## src/rtl/button_enable_ctrl.sv

```systemverilog
// -----------------------------------------------------------------------------
// button_enable_ctrl
//
// Debounces the raw active-low push-button and converts it into the `enable`
// level for the downstream LED blink controller. A short (debounced) press
// toggles enable; holding the button past LONG_PRESS_CYCLES forces enable low.
//
// Ports:
//   i_clk        system clock, single domain
//   i_rst        synchronous active-high reset
//   i_btn_n      raw push-button, asynchronous, 0 = pressed
//   o_btn_level  debounced button state, 1 = pressed
//   o_press      one-cycle pulse per accepted press
//   o_long_press one-cycle pulse when a press reaches LONG_PRESS_CYCLES
//   o_enable     level output to the blink controller
// -----------------------------------------------------------------------------
module button_enable_ctrl #(
  parameter int unsigned DEBOUNCE_CYCLES   = 1000000,
  parameter int unsigned LONG_PRESS_CYCLES = 50000000
) (
  input  logic i_clk,
  input  logic i_rst,
  input  logic i_btn_n,
  output logic o_btn_level,
  output logic o_press,
  output logic o_long_press,
  output logic o_enable
);

  localparam int unsigned CntW = $clog2(LONG_PRESS_CYCLES + 1);
  localparam logic [CntW-1:0] DbLast = CntW'(DEBOUNCE_CYCLES - 1);
  localparam logic [CntW-1:0] LpMax  = CntW'(LONG_PRESS_CYCLES);
  localparam logic [CntW-1:0] LpLast = CntW'(LONG_PRESS_CYCLES - 1);

  typedef enum logic [1:0] {
    StIdle        = 2'd0,
    StPressWait   = 2'd1,
    StPressed     = 2'd2,
    StReleaseWait = 2'd3
  } state_e;

  logic [1:0]      r_sync;
  logic            w_raw_p;
  state_e          r_state, w_state_d;
  logic [CntW-1:0] r_cnt, w_cnt_d;
  logic            r_long_done, w_long_done_d;
  logic            r_press, w_press_d;
  logic            r_long_press, w_long_press_d;
  logic            r_enable, w_enable_d;
  logic            r_btn_level, w_btn_level_d;

  // Synchroniser flops reset to "released" so raw_p comes out of reset as 0.
  assign w_raw_p = ~r_sync[1];

  always_comb begin
    w_state_d      = r_state;
    w_cnt_d        = r_cnt;
    w_long_done_d  = r_long_done;
    w_press_d      = 1'b0;
    w_long_press_d = 1'b0;
    w_enable_d     = r_enable;

    unique case (r_state)
      StIdle: begin
        w_long_done_d = 1'b0;
        if (w_raw_p) begin
          w_state_d = StPressWait;
          w_cnt_d   = CntW'(1);
        end else begin
          w_cnt_d = '0;
        end
      end

      StPressWait: begin
        if (!w_raw_p) begin
          // Glitch: drop back without any pulse or toggle.
          w_state_d     = StIdle;
          w_cnt_d       = '0;
          w_long_done_d = 1'b0;
        end else if (r_cnt == DbLast) begin
          w_state_d  = StPressed;
          w_cnt_d    = '0;
          w_press_d  = 1'b1;
          w_enable_d = ~r_enable;
        end else begin
          w_cnt_d = r_cnt + CntW'(1);
        end
      end

      StPressed: begin
        if (!w_raw_p) begin
          w_state_d = StReleaseWait;
          w_cnt_d   = CntW'(1);
        end else if (r_cnt != LpMax) begin
          w_cnt_d = r_cnt + CntW'(1);
          if (r_cnt == LpLast) begin
            w_long_press_d = 1'b1;
            w_enable_d     = 1'b0;
            w_long_done_d  = 1'b1;
          end
        end
      end

      StReleaseWait: begin
        if (w_raw_p) begin
          // Release bounce: resume the press. A saturated counter keeps
          // long_press from firing twice within one press.
          w_state_d = StPressed;
          w_cnt_d   = r_long_done ? LpMax : '0;
        end else if (r_cnt == DbLast) begin
          w_state_d     = StIdle;
          w_cnt_d       = '0;
          w_long_done_d = 1'b0;
        end else begin
          w_cnt_d = r_cnt + CntW'(1);
        end
      end

      default: begin
        w_state_d = StIdle;
        w_cnt_d   = '0;
      end
    endcase

    // Registered from next state so the level rises together with press.
    w_btn_level_d = (w_state_d == StPressed) || (w_state_d == StReleaseWait);
  end

  always_ff @(posedge i_clk) begin
    if (i_rst) begin
      r_sync       <= 2'b11;
      r_state      <= StIdle;
      r_cnt        <= '0;
      r_long_done  <= 1'b0;
      r_press      <= 1'b0;
      r_long_press <= 1'b0;
      r_enable     <= 1'b0;
      r_btn_level  <= 1'b0;
    end else begin
      r_sync       <= {r_sync[0], i_btn_n};
      r_state      <= w_state_d;
      r_cnt        <= w_cnt_d;
      r_long_done  <= w_long_done_d;
      r_press      <= w_press_d;
      r_long_press <= w_long_press_d;
      r_enable     <= w_enable_d;
      r_btn_level  <= w_btn_level_d;
    end
  end

  assign o_btn_level  = r_btn_level;
  assign o_press      = r_press;
  assign o_long_press = r_long_press;
  assign o_enable     = r_enable;

endmodule

```

## config.mk

```make
export PLATFORM = sky130hd
export DESIGN_NAME = button_enable_ctrl
export DESIGN_NICKNAME = d
export VERILOG_FILES = /design/src/rtl/button_enable_ctrl.sv
export SDC_FILE = /design/constraint.sdc
export NUM_CORES = 1
export LEC_CHECK = 0
export BUFFER_PORTS_ARGS = -buffer_cell sky130_fd_sc_hd__buf_2
export CORE_ASPECT_RATIO = 1.4
export CORE_MARGIN = 2
export CORE_UTILIZATION = 44
export CTS_BUF_LIST = sky130_fd_sc_hd__clkbuf_4 sky130_fd_sc_hd__clkbuf_8
export CTS_CLUSTER_DIAMETER = 150
export DETAILED_ROUTE_END_ITERATION = 16
export GPL_TIMING_DRIVEN = 0
export SKIP_CTS_REPAIR_TIMING = 1
export SLEW_MARGIN = 20
export SYNTH_ARGS = -nofsm -noshare
export SYNTH_HDL_FRONTEND = slang
export SYNTH_SLANG_ARGS = --single-unit
```

## constraint.sdc

```tcl
create_clock -name i_clk -period 2.3 [get_ports i_clk]
set_input_delay 0.345 -clock i_clk [delete_from_list [all_inputs] [get_ports i_clk]]
set_output_delay 0.345 -clock i_clk [all_outputs]
set_load 0.005 [all_outputs]
```

== Yosys cells after proc, flatten, opt, wreduce, memory -nomap -nowiden ==
Cells that the tools add are included.
Operators by class
  eq/ne operators: 17
  bitwise gates (word level): 4
  reduce and logical (&&, ||, !) cells: 7
  add/subtract/negate cells: 1
  muxes and demuxes: 30
Operators with widths (number)
  two-way mux 26 bit: 6
  case mux 26 bit (4 select lines): 1
  adder 26 x 1 -> 26 bit, second input constant: 1
  == test 26 x 20 -> 1 bit, second input constant: 1
  == test 26 bit, second input constant: 1
  inequality test 26 bit, second input constant: 1
  inequality test 2 bit, second input constant: 8
  two-way mux 1 bit: 14
  two-way mux 2 bit: 6
  AND reduction 6 bit: 2
  == test 2 bit, second input constant: 4
  case mux 2 bit (4 select lines): 1
  inverter 1 bit: 4
  case mux 1 bit (4 select lines): 1
  OR reduction 4 bit: 1
  inequality test 3 bit, second input constant: 1
  OR reduction 3 bit: 1
  == test 2 x 1 -> 1 bit, second input constant: 1
  zero test 2 bit: 1
  case mux 1 bit (2 select lines): 1
  nonzero test 2 bit: 1
  logical OR 1 bit: 1
Word-level totals
  input bits: 3
  register bits: 35
  output and inout port bits: 4
  logic and storage cells: 67

== Logic depth before layout (Yosys ltp) ==
Gate-level depths: netlist of run 1.
  word-level depth: 6
  mapped depth: 8
  depth with buffers taken out: 7

== Worst setup path before layout of run 1 ==
OpenSTA, ideal clock, no wires.
  path kind: reg2reg
  start point: reg r_cnt[8]
  end point: reg r_long_done
  library setup time: 119 ps
  arrival: 1769 ps
  path buffers: 0
  clock period less this slack: 1888 ps
  data required time: 2181 ps
  cell stages (with the launch flop): 6
  path slack: 412 ps
  cell sequence: dfxtp_1 -> or4_4 -> nor4_4 -> nand4_4 -> o21a_1 -> o221a_1
On the way
  longest elaborated chain between the ends: 3
  elaborated cells between the ends (all ways): 7
Ends and longest elaborated chain
  start, declared: RTL line 45  | logic [CntW-1:0] r_cnt, w_cnt_d;
  start signal, assigned: RTL line 142  | r_cnt <= w_cnt_d;
  == test 26 x 20 -> 1 bit, or another cell as far along: RTL line 110  | end else if (r_cnt == DbLast) begin
  inequality test 2 bit (no source line)
  AND reduction 6 bit (no source line) *
  end signal, assigned: RTL line 143  | r_long_done <= w_long_done_d;
  end, declared: RTL line 46  | logic r_long_done, w_long_done_d;
Every way passes the cells marked *; elsewhere a longest branch is shown, timed or not.
A chain may end at the register's enable or synchronous reset.

== Worst setup path in the final report of run 1 ==
  start point: reg r_cnt[12]
  end point: reg r_cnt[21]
On the way
  longest elaborated chain between the ends: 4
  elaborated cells between the ends (all ways): 10
Ends and longest elaborated chain
  adder 26 x 1 -> 26 bit or == test 26 x 20 -> 1 bit (tied branches)
  two-way mux 26 bit (on tied branches): RTL line 80, 110, 94
  two-way mux 26 bit (on tied branches): RTL line 105, 75, 91
  case mux 26 bit (4 select lines): RTL line 63  | unique case (r_state)
Parallel ways exist; a longest one is shown, timed or not. The select of a mux whose other input is x is not followed.

==> results, run 1 <==
- The run finished with clean final reports.
- The floorplan has 28 rows.
- The final cell count without fillers is 281.
- The post-detailed-route wirelength per cell is 15.1 um.
- The count of different cell masters after synthesis is 47.
- The post-placement setup slack is 0.113 ns.
- The die boundary width is 59.6 um.
- The total count of max-transition violations in the final report came to 0.
- The type of element capturing the critical path is a flip-flop.
- The final estimated routing congestion in global placement is 0.826.
- The slew at the pin closest to its max-slew limit is 0.593 ns.
- TritonCTS built the clock tree.
- The total core area is 4200 sq um.
- In the final layout, the share of cells above drive strength 1 is 13.1%.
- The root buffer cell chosen for the clock tree is sky130_fd_sc_hd__clkbuf_8.
- The maximum number of buffers from clock root to sink is 2.
- The share of the core filled with cells is 49.9%.
- Summed over all layers, the routed wires come to 4240 um.
- Port buffering added 6 buffers.
- Setup repair after global routing left no endpoint under its margin.
- The path class of the tightest hold or removal check is primary input to flip-flop.
- Clock-pin slew was measured on the worst setup and hold paths at 0.08 ns.
- In the global route stage, overall resource usage came out at 19.8%.
- The worst vdd rail ir drop is 0.380 mV.
- The synthesized area divided by synthesized cell count is 8.53 sq um.
- The fraction of power consumed by sequential logic is 50.8%.
- The number of antenna repair diodes is 0.
- The fraction of power consumed by combinational cells is 2.0%.
- The highest net fanout along the worst path is 6.
- The number of violations reported at the end of detailed-routing iteration 0 is 24.
- Power spread over the standard cell area amounts to 573 nW/um^2.
- The floorplan step set the die height to 81.8 um.
- The worst setup path is launched from a flip-flop.
- For this run, the detailed router's first-pass iteration total came to 4.
- The cell-internal power is 940 uW.
- The highest achievable clock rate is 475 MHz.
- The number of buffers and inverters on the critical path is 0.
- The first global-routing pass estimated 7240 um of wire.
- The number of ports placed on the die boundary is 7.
- The gate count after technology mapping is 223.
- The async set-reset flop share out of synthesis is 0%.
- The path type of the worst setup path is flip-flop to flip-flop.
- The start of the worst register-to-register path is r_cnt[12].
- The critical path starts at r_cnt[12].
- The highest-delay cell along the critical path is sky130_fd_sc_hd__or4b_4.
- The clock period could shrink to 2.10 ns.
- The biggest area contributor in the post-synthesis netlist is sky130_fd_sc_hd__dfxtp_1.
- Summed over all nets, the half-perimeter wirelength after detailed placement is 3080 um.
- The number of global-route vias before repair is 1530.
- The relative contribution of the clock network to total power is 47.2%.
- The predominant post-synthesis flop cell is sky130_fd_sc_hd__dfxtp_1.
- The origin of the worst min-delay path is i_btn_n.
- The tightest hold path in the finished design has a slack of 0.222 ns.
- The reg2reg setup slack is 0.20 ns.
- The final setup violation count is 0.
- The initial utilization of the core area, before any placement, comes to 45.2%.
- The number of warnings issued by yosys is 0.
- In this run the number of H-tree levels came out at 2.
- The number of placed instances, taps included, is 274.
- The die covers 4870 sq um.
- The net switching fraction of the power is 21.7%.
- The arrival time at the worst endpoint is 2.27 ns.
- The clock insertion delay at the later pin of the skew report is 0.30 ns.
- The hold violation total from the final report came to 0.
- The number of clock sinks is 35.
- In this run, synthesis inferred 0 flip-flops with an integrated enable.
- Traced cell by cell, the critical path runs through or4b_4 -> nor4b_4 -> nand4_1 -> a31oi_1 -> a2111oi_0.
- The cell area after synthesis is 1900 sq um.
- The initial antenna violation count is 0.
- Between clock sinks in the finished design, the worst skew comes to 0.0101 ns.
- The net switching component of the power is 261 uW.
- The data required time at the worst endpoint is 2.47 ns.
- In this run the static leakage power is 0.000700 uW.
- The total overflow left after global routing is 0.
- The max-cap violation count is 0.
- The headroom to the max-slew limit is 60.1%.
- The pin count of the biggest net entering global routing is 13.
- The setup TNS after final layout is 0 ns.
- The number of buffers created by CTS is 5.
- Of the post-synthesis cell area, the dominant cell type holds 36.8%.
- The net count of the finished layout is 240.
- The net count after synthesis is 228.
- After detailed routing, the number of remaining DRC violations is 0.
- The share of the yosys chip area belonging to registers is 36.8%.
- The largest single stage delay on the critical path is 0.56 ns.
- The synthesis-stage register bit count is 35.
- The count of vias placed by the detailed router is 1580.
- In this run the remaining antenna-violating nets after routing total 0.
- In the post-synthesis netlist, the biggest area contributors are sky130_fd_sc_hd__dfxtp_1, sky130_fd_sc_hd__xnor2_1, sky130_fd_sc_hd__nor2_1, sky130_fd_sc_hd__and4_1, sky130_fd_sc_hd__nand3_1.
- The final setup slack of the worst path is 0.195 ns.
- In the finished design, the share of the clock period the worst path needs comes to 91.5%.
- After detailed routing, the number of vias per cell comes to 5.62.
- The cell family with the largest share of critical-path delay is simple AND/OR/NAND/NOR gates.
- The synthesis-to-layout area growth is 10.3%.
==> flip-flops by register name, summed over array words and instances (netlist names) <==
register / count
o_btn_level: 1
r_long_done: 1
o_enable: 1
r_sync: 2
r_cnt: 26
o_press: 1
o_long_press: 1
r_state: 2
==> layout by cell type (no fill, tap or decap), types with 2 or more instances in the layout <==
cell type                  netlist  routed
sky130_fd_sc_hd__nor2_1         23      23
sky130_fd_sc_hd__or2_2           3       3
sky130_fd_sc_hd__a31oi_1         6       6
sky130_fd_sc_hd__a21boi_0        2       2
sky130_fd_sc_hd__ha_1            2       2
sky130_fd_sc_hd__o22ai_1         3       3
sky130_fd_sc_hd__o21a_1          2       2
sky130_fd_sc_hd__nor3_1          9       9
sky130_fd_sc_hd__a211oi_1        2       2
sky130_fd_sc_hd__o21ai_0         7       7
sky130_fd_sc_hd__and2_1          2       2
sky130_fd_sc_hd__or3_1           3       3
sky130_fd_sc_hd__nand4_1         6       6
sky130_fd_sc_hd__nand2b_1        2       2
sky130_fd_sc_hd__buf_2           3       9
sky130_fd_sc_hd__and4_1          8       8
sky130_fd_sc_hd__xnor2_1        18      18
sky130_fd_sc_hd__dfxtp_1        35      35
sky130_fd_sc_hd__and3_1          6       6
sky130_fd_sc_hd__clkbuf_8        0       5
sky130_fd_sc_hd__mux2i_1         2       2
sky130_fd_sc_hd__clkbuf_1        7       6
sky130_fd_sc_hd__nor4_1          8       8
sky130_fd_sc_hd__a21oi_1         9       9
sky130_fd_sc_hd__nand3_1        11      11
sky130_fd_sc_hd__nand2_1        14      14
sky130_fd_sc_hd__inv_1           7       7
sky130_fd_sc_hd__xor2_1          3       3
==> path summary, 6_finish.rpt <==
check / to / depth (start not counted)
max: r_cnt[21] / 5
min: r_sync[0] / 2
max reg2reg: r_cnt[21] / 5
min reg2reg: r_sync[1] / 1
==> metrics by stage <==
stage | instance area [sq um] | power (uW)
after floorplan | 1900 | 641
after global placement | 1990 | 649
after detailed placement | 1990 | 649
after CTS | 2100 | 1220
after global routing | 2100 | 1240
final | 2100 | 1200
==> Yosys cell counts, types with 3 or more instances <==
master                      n
sky130_fd_sc_hd__a21oi_1    9
sky130_fd_sc_hd__a31oi_1    6
sky130_fd_sc_hd__and3_1     6
sky130_fd_sc_hd__and4_1     8
sky130_fd_sc_hd__buf_2      3
sky130_fd_sc_hd__clkbuf_1   7
sky130_fd_sc_hd__dfxtp_1   35
sky130_fd_sc_hd__inv_1      7
sky130_fd_sc_hd__nand2_1   14
sky130_fd_sc_hd__nand3_1   11
sky130_fd_sc_hd__nand4_1    6
sky130_fd_sc_hd__nor2_1    23
sky130_fd_sc_hd__nor3_1     9
sky130_fd_sc_hd__nor4_1     8
sky130_fd_sc_hd__o21ai_0    7
sky130_fd_sc_hd__o22ai_1    3
sky130_fd_sc_hd__or2_2      3
sky130_fd_sc_hd__or3_1      3
sky130_fd_sc_hd__xnor2_1   18
sky130_fd_sc_hd__xor2_1     3
==> area by class of cell <==
cell class / instances / area, sq um
Fill cell: 427 / 2110
Timing Repair Buffer: 6 / 30.0
Tap cell: 45 / 56.3
Multi-Input combinational cell: 169 / 1120
Buffer: 11 / 48.8
Inverter: 7 / 26.3
Clock buffer: 5 / 68.8
Sequential cell: 35 / 701
Clock inverter: 3 / 43.8
==> logic make-up after synthesis <==
kind of cell | synth area share [%]
AO/OA/AOI/OAI | 12.7
XOR/XNOR | 9.67
buffers and inverters | 4.14
multiplexers | 1.64
flip-flops | 36.8
adder cells (fa/ha/maj) | 1.32
AND/OR/NAND/NOR | 33.7
==> routing by layer <==
metal	global-route usage (%)	vias to the layer above	wire (um)	share of wire [%]
met5	0	-	0	0
met4	7.33	0	71	1.7
met3	4.88	7	114	2.7
met2	32.7	19	2040	48
met1	24.6	724	2010	47
li1	-	830	-	-
==> worst reg2reg max path: cells and delay by family (launching register included) <==
family | cells | cell delay [ns]
compound gates | 2 | 0.45
flops | 1 | 0.36
simple gates | 3 | 1.17
==> power by group through the flow <==
stage	sequential (uW)	clock, uW	combinational [uW]
6_report	610	567	24.2
3_3_place_gp	624	0	24.7
2_1_floorplan	624	0	16.9
3_5_place_dp	624	0	24.7
4_1_cts	610	581	24.8
5_1_grt	610	602	27.2
Note: power is estimated with default switching activity, not from simulation.
==> run 2, diff against run 1 <==
clock period = 2.52 ns   (was 2.3 ns; I/O delays follow)
==> results, run 2 (synthesized netlist as in run 1, its figures left out) <==
- The detailed-placement wirelength estimate is 3080 um (unchanged).
- The type of element capturing the critical path is a flip-flop (unchanged).
- The worst setup skew after layout came to 0.00998 ns (was 0.0101 ns).
- The cell leakage power is 0.000701 uW (was 0.000700 uW).
- The total count of max-transition violations in the final report is 0 (unchanged).
- The post-CTS clock slew at the launch and capture registers of the worst setup and hold paths was 0.08 ns (about the same).
- Largest registers: r_cnt (26), r_state (2), r_sync (2) (unchanged).
- The share of the clock period used by the worst path after layout came to 85.4% (was 91.5%).
- The number of global-route vias before repair was 1530 (unchanged).
- RSZ-0062 raised after global routing: false (unchanged).
- The height of the die was 81.8 um (unchanged).
- The arrival time at the worst endpoint is 2.32 ns (was 2.27 ns).
- The placement row count is 28 (unchanged).
- The worst vdd rail ir drop is 0.346 mV (was 0.380 mV).
- The pin count of the biggest net entering global routing is 13 (unchanged).
- The max-cap violation count is 0 (unchanged).
- The number of clock sinks was 35 (unchanged).
- The number of ports placed on the die boundary was 7 (unchanged).
- The data required time at the worst endpoint is 2.69 ns (was 2.47 ns).
- The initial standard-cell utilization of the core came to 45.2% (unchanged).
- The power density relative to cell area is 522 nW/um^2 (was 573 nW/um^2).
- The post-layout net count is 241 (was 240).
- The final wirelength was 4260 um (was 4240 um).
- The reg2reg setup slack was 0.37 ns (was 0.20 ns).
- The TritonCTS clock tree is built (unchanged).
- The final critical delay including setup and external delays is 2.15 ns (was 2.10 ns).
- The power consumption was 1100 uW (was 1200 uW).
- The final estimated routing congestion in global placement is 0.826 (unchanged).
- The cell count of the worst reg-to-reg path was 7 (was 5).
- The highest net fanout along the worst path is 7 (was 6).
- Top library cells by usage in the layout, fill and taps aside: sky130_fd_sc_hd__dfxtp_1, sky130_fd_sc_hd__nor2_1, sky130_fd_sc_hd__xnor2_1, sky130_fd_sc_hd__nand2_1, sky130_fd_sc_hd__nand3_1 (unchanged).
- The layout cell share with drive strength beyond 1 is 13.1% (about the same).
- The number of DRC violations after detailed routing is 0 (unchanged).
- The total core area is 4200 sq um (unchanged).
- The global-route usage over all layers is 19.8% (unchanged).
- The detailed-routing iteration count for the pre-antenna-repair pass is 4 (unchanged).
- The number of antenna repair diodes is 0 (unchanged).
- The post-detailed-route wirelength per cell came to 15.1 um (about the same).
- The hold-critical path depth is 2 (unchanged).
- The maximum level of the CTS H-tree came to 2 (unchanged).
- The number of flip-flops in the largest register is 26 (unchanged).
- The kind of launch point of the worst setup path is a flip-flop (unchanged).
- The synthesis-to-layout area growth is 10.5% (was 10.3%).
- The count of buffers inserted at the top-level ports is 6 (unchanged).
- The full die area is 4870 sq um (unchanged).
- The final global-route overflow total is 0 (unchanged).
- Run status: finished clean (unchanged).
- The hold violation total from the final report came to 0 (unchanged).
- The routed via count divided by cell count was 5.56 (was 5.62).
- The number of violations reported at the end of detailed-routing iteration 0 is 28 (was 24).
- The count of vias placed by the detailed router is 1568 (was 1580).
- The most frequent standard cell in the layout excluding fill and tap cells is sky130_fd_sc_hd__dfxtp_1 (unchanged).
- The global-route wire length before repair is 7240 um (unchanged).
- The path category of the worst min-delay check is primary input to flip-flop (unchanged).
- The clock insertion delay at the later pin of the skew report was 0.30 ns (about the same).
- The clock tree root buffer cell was sky130_fd_sc_hd__clkbuf_8 (unchanged).
- The final setup violation count is 0 (unchanged).
- The setup TNS after final layout is 0 ns (unchanged).
- The highest achievable clock rate was 465 MHz (was 475 MHz).
- The number of buffers created by CTS is 5 (unchanged).
- The die boundary width is 59.6 um (unchanged).
- The register bank with the most flops was r_cnt (unchanged).
- The initial antenna violation count is 0 (unchanged).
- The maximum number of buffers from clock root to sink is 2 (unchanged).
- The headroom to the max-slew limit was 60.2% (was 60.1%).
- The slew at the pin closest to its max-slew limit is 0.591 ns (was 0.593 ns).
- The number of antenna-violating nets in the routed design is 0 (unchanged).
- The path type of the worst setup path is flip-flop to flip-flop (unchanged).
[run 2: cell types whose count changed in the layout (fill, tap and decap cells not counted)]
cell                       previous run  this run
sky130_fd_sc_hd__clkbuf_1             6         7
[run 2: cell type report]
class                   instances  area [sq um]
inverters                       7          26.3
repair buffers                  6          30.0
clock buffers                   5          68.8
flip-flops and latches         35           701
fillers                       425          2100
multi-input cells             169          1120
clock inverters                 3          43.8
plain buffers                  12          52.6
well taps                      45          56.3
[run 2: worst max-delay path: stages, from the launching register on]
cell,delay (ns)
sky130_fd_sc_hd__dfxtp_1,0.41
sky130_fd_sc_hd__ha_1,0.20
sky130_fd_sc_hd__and3_1,0.27
sky130_fd_sc_hd__and2_1,0.15
sky130_fd_sc_hd__clkbuf_1,0.33
sky130_fd_sc_hd__nand4_1,0.22
sky130_fd_sc_hd__a31oi_1,0.35
sky130_fd_sc_hd__a2111oi_0,0.11
[run 2: final timing paths]
| check | from | endpoint |
|---|---|---|
| max | r_cnt[0] | r_cnt[21] |
| min | i_btn_n | r_sync[0] |
| min reg2reg | r_sync[0] | r_sync[1] |
| max reg2reg | r_cnt[0] | r_cnt[21] |
[run 2: through the flow]
step | utilization (%) | hold slack [ns] | instance area [sq um] | setup WS [ns] | std cells
6_report | 50.0 | 0.254 | 2100 | 0.367 | 282
4_1_cts | 50.0 | 0.256 | 2100 | 0.333 | 282
2_1_floorplan | - | 0.389 | 1900 | 0.632 | 223
3_5_place_dp | 47.3 | 0.399 | 1990 | 0.333 | 274
5_1_grt | 50.0 | 0.247 | 2100 | 0.160 | 282
3_3_place_gp | 47.3 | 0.405 | 1990 | 0.324 | 274
[run 2: routing by layer]
metal / vias to the layer above / GRT usage [%] / share of wire, %
li1: 832 / - / -
met1: 709 / 24.6 / 47
met2: 18 / 32.7 / 48
met3: 9 / 4.88 / 2.7
met4: 0 / 7.33 / 1.8
met5: - / 0 / 0
[run 2: power by group]
part	switching (uW)	total [uW]	internal, uW
Combinational	13.8	22.1	8.28
Sequential	1.30	556	555
Clock	224	518	294
Total	239	1100	858
==> run 3, diff against run 2 <==
CORE_MARGIN = not set   (was 2)
==> results, run 3 (synthesized netlist as in run 1, its figures left out) <==
- The global-route wire length before repair came to 7260 um (was 7240 um).
- Run status: finished clean (unchanged).
- The maximum level of the CTS H-tree is 2 (unchanged).
- The number of global-route vias before repair came to 1479 (was 1530).
- The post-detailed-route wirelength per cell is 15.3 um (was 15.1 um).
- The register bank with the most flops is r_cnt (unchanged).
- The cell leakage power is 0.000683 uW (was 0.000701 uW).
- The placement-stage cell area was 1990 sq um (about the same).
- The number of clock sinks is 35 (unchanged).
- The post-layout net count is 241 (unchanged).
- The number of buffers created by CTS is 5 (unchanged).
- The type of element capturing the critical path was a flip-flop (unchanged).
- The slew at the pin closest to its max-slew limit came to 0.566 ns (was 0.591 ns).
- The share of the clock period used by the worst path after layout is 87.0% (was 85.4%).
- The initial standard-cell utilization of the core is 47.3% (was 45.2%).
- The setup TNS after final layout is 0 ns (unchanged).
- The start of the worst register-to-register path was r_cnt[0] (unchanged).
- The global routing usage on met2 came to 35.8% (was 32.7%).
- The initial antenna violation count is 0 (unchanged).
- The cell family with the largest share of critical-path delay is simple AND/OR/NAND/NOR gates (unchanged).
- The final global-route overflow total came to 0 (unchanged).
- The number of DRC violations after detailed routing came to 0 (unchanged).
- The global-route usage over all layers came to 21.1% (was 19.8%).
- The detailed-routing iteration count for the pre-antenna-repair pass was 4 (unchanged).
- The TritonCTS clock tree is built (unchanged).
- The source of the critical timing path is r_cnt[0] (unchanged).
- The detailed-placement wirelength estimate came to 3120 um (was 3080 um).
- The max-cap violation count is 0 (unchanged).
- The highest-delay cell along the critical path is sky130_fd_sc_hd__dfxtp_1 (unchanged).
- The layout cell share with drive strength beyond 1 is 13.1% (unchanged).
- The kind of launch point of the worst setup path is a flip-flop (unchanged).
- The headroom to the max-slew limit came to 61.9% (was 60.2%).
- The global-route track usage on met3 came to 3.89% (was 4.88%).
- The highest net fanout along the worst path is 7 (unchanged).
- The number of buffers and inverters on the critical path is 1 (unchanged).
- The post-route worst hold slack is 0.264 ns (was 0.254 ns).
- The highest achievable clock rate was 456 MHz (was 465 MHz).
- The synthesis-to-layout area growth is 9.08% (was 10.5%).
- The number of ports placed on the die boundary is 7 (unchanged).
- The final critical delay including setup and external delays is 2.19 ns (was 2.15 ns).
- The final setup violation count came to 0 (unchanged).
- The number of antenna repair diodes came to 0 (unchanged).
- The placement row count is 27 (was 28).
- The post-placement setup slack is 0.311 ns (was 0.333 ns).
- The share of the core filled with cells was 51.6% (was 50.0%).
- Cell Chain, Critical Path: ha_1 -> and3_1 -> and2_1 -> clkbuf_1 -> nand4_1 -> a31oi_1 -> a2111oi_0 (unchanged).
- The design area is 2070 sq um (was 2100 sq um).
- The path category of the worst min-delay check is primary input to flip-flop (unchanged).
- The die boundary width came to 57.6 um (was 59.6 um).
- The stage delay of the slowest cell on the critical path is 0.40 ns (was 0.41 ns).
- Largest registers: r_cnt (26), r_state (2), r_sync (2) (unchanged).
- The global-route track usage on met1 is 26.2% (was 24.6%).
- The total count of max-transition violations in the final report is 0 (unchanged).
- The worst vdd rail ir drop was 0.290 mV (was 0.346 mV).
- The number of violations reported at the end of detailed-routing iteration 0 is 31 (was 28).
- The count of buffers inserted at the top-level ports came to 6 (unchanged).
- The pin count of the biggest net entering global routing is 13 (unchanged).
- The final setup slack of the worst path is 0.327 ns (was 0.367 ns).
- The clock tree root buffer cell is sky130_fd_sc_hd__clkbuf_8 (unchanged).
- The most frequent standard cell in the layout excluding fill and tap cells is sky130_fd_sc_hd__dfxtp_1 (unchanged).
- The full die area came to 4590 sq um (was 4870 sq um).
- The arrival time at the worst endpoint came to 2.36 ns (was 2.32 ns).
- The hold violation total from the final report is 0 (unchanged).
- Top library cells by usage in the layout, fill and taps aside: sky130_fd_sc_hd__dfxtp_1, sky130_fd_sc_hd__nor2_1, sky130_fd_sc_hd__xnor2_1, sky130_fd_sc_hd__nand2_1, sky130_fd_sc_hd__nand3_1 (unchanged).
- The count of vias placed by the detailed router is 1593 (was 1568).
- The total core area is 4020 sq um (was 4200 sq um).
- The clock insertion delay at the later pin of the skew report is 0.29 ns (was 0.30 ns).
- The final wirelength came to 4290 um (was 4260 um).
- The reg2reg setup slack is 0.33 ns (was 0.37 ns).
- The data required time at the worst endpoint came to 2.68 ns (was 2.69 ns).
- The routed via count divided by cell count is 5.69 (was 5.56).
- The number of flip-flops in the largest register was 26 (unchanged).
- The worst setup skew after layout came to 0.00630 ns (was 0.00998 ns).
- RSZ-0062 raised after global routing: false (unchanged).
- The number of antenna-violating nets in the routed design is 0 (unchanged).
- The power density relative to cell area is 478 nW/um^2 (was 522 nW/um^2).
- The most used routing layer in global routing was met2 (unchanged).
- The final estimated routing congestion in global placement was 0.830 (was 0.826).
- The origin of the worst min-delay path is i_btn_n (unchanged).
- The maximum number of buffers from clock root to sink is 2 (unchanged).
- The height of the die is 79.8 um (was 81.8 um).
- The path type of the worst setup path is flip-flop to flip-flop (unchanged).
- The post-CTS clock slew at the launch and capture registers of the worst setup and hold paths is 0.08 ns (about the same).
-- run 3: final timing paths --
check / to / cells after the start
max: r_cnt[21] / 7
min: r_sync[0] / 2
max reg2reg: r_cnt[21] / 7
min reg2reg: r_sync[1] / 1
-- run 3: area by class of cell --
| cell class | instances | area, sq um |
|---|---|---|
| Buffer | 12 | 52.6 |
| Clock buffer | 5 | 68.8 |
| Clock inverter | 3 | 20.0 |
| Fill cell | 410 | 1950 |
| Inverter | 7 | 26.3 |
| Multi-Input combinational cell | 169 | 1120 |
| Sequential cell | 35 | 701 |
| Tap cell | 43 | 53.8 |
| Timing Repair Buffer | 6 | 30.0 |
-- run 3: stage by stage --
stage | std cells | total power (uW)
2_1_floorplan | 223 | 585
3_3_place_gp | 272 | 592
3_5_place_dp | 272 | 592
4_1_cts | 280 | 1000
5_1_grt | 280 | 1030
6_report | 280 | 991
-- run 3: metal layers --
layer / wire length [um] / vias to the layer above / part of all wire (%)
met3: 83 / 6 / 1.9
met4: 67 / 0 / 1.6
met2: 2090 / 15 / 49
met1: 2040 / 742 / 48
met5: 0 / - / 0
li1: - / 830 / -
-- run 3: where the power goes --
| part | switching (uW) | total, uW | internal (uW) |
|---|---|---|---|
| clock network | 220 | 412 | 192 |
| logic | 14.0 | 22.3 | 8.33 |
| registers | 1.39 | 557 | 555 |
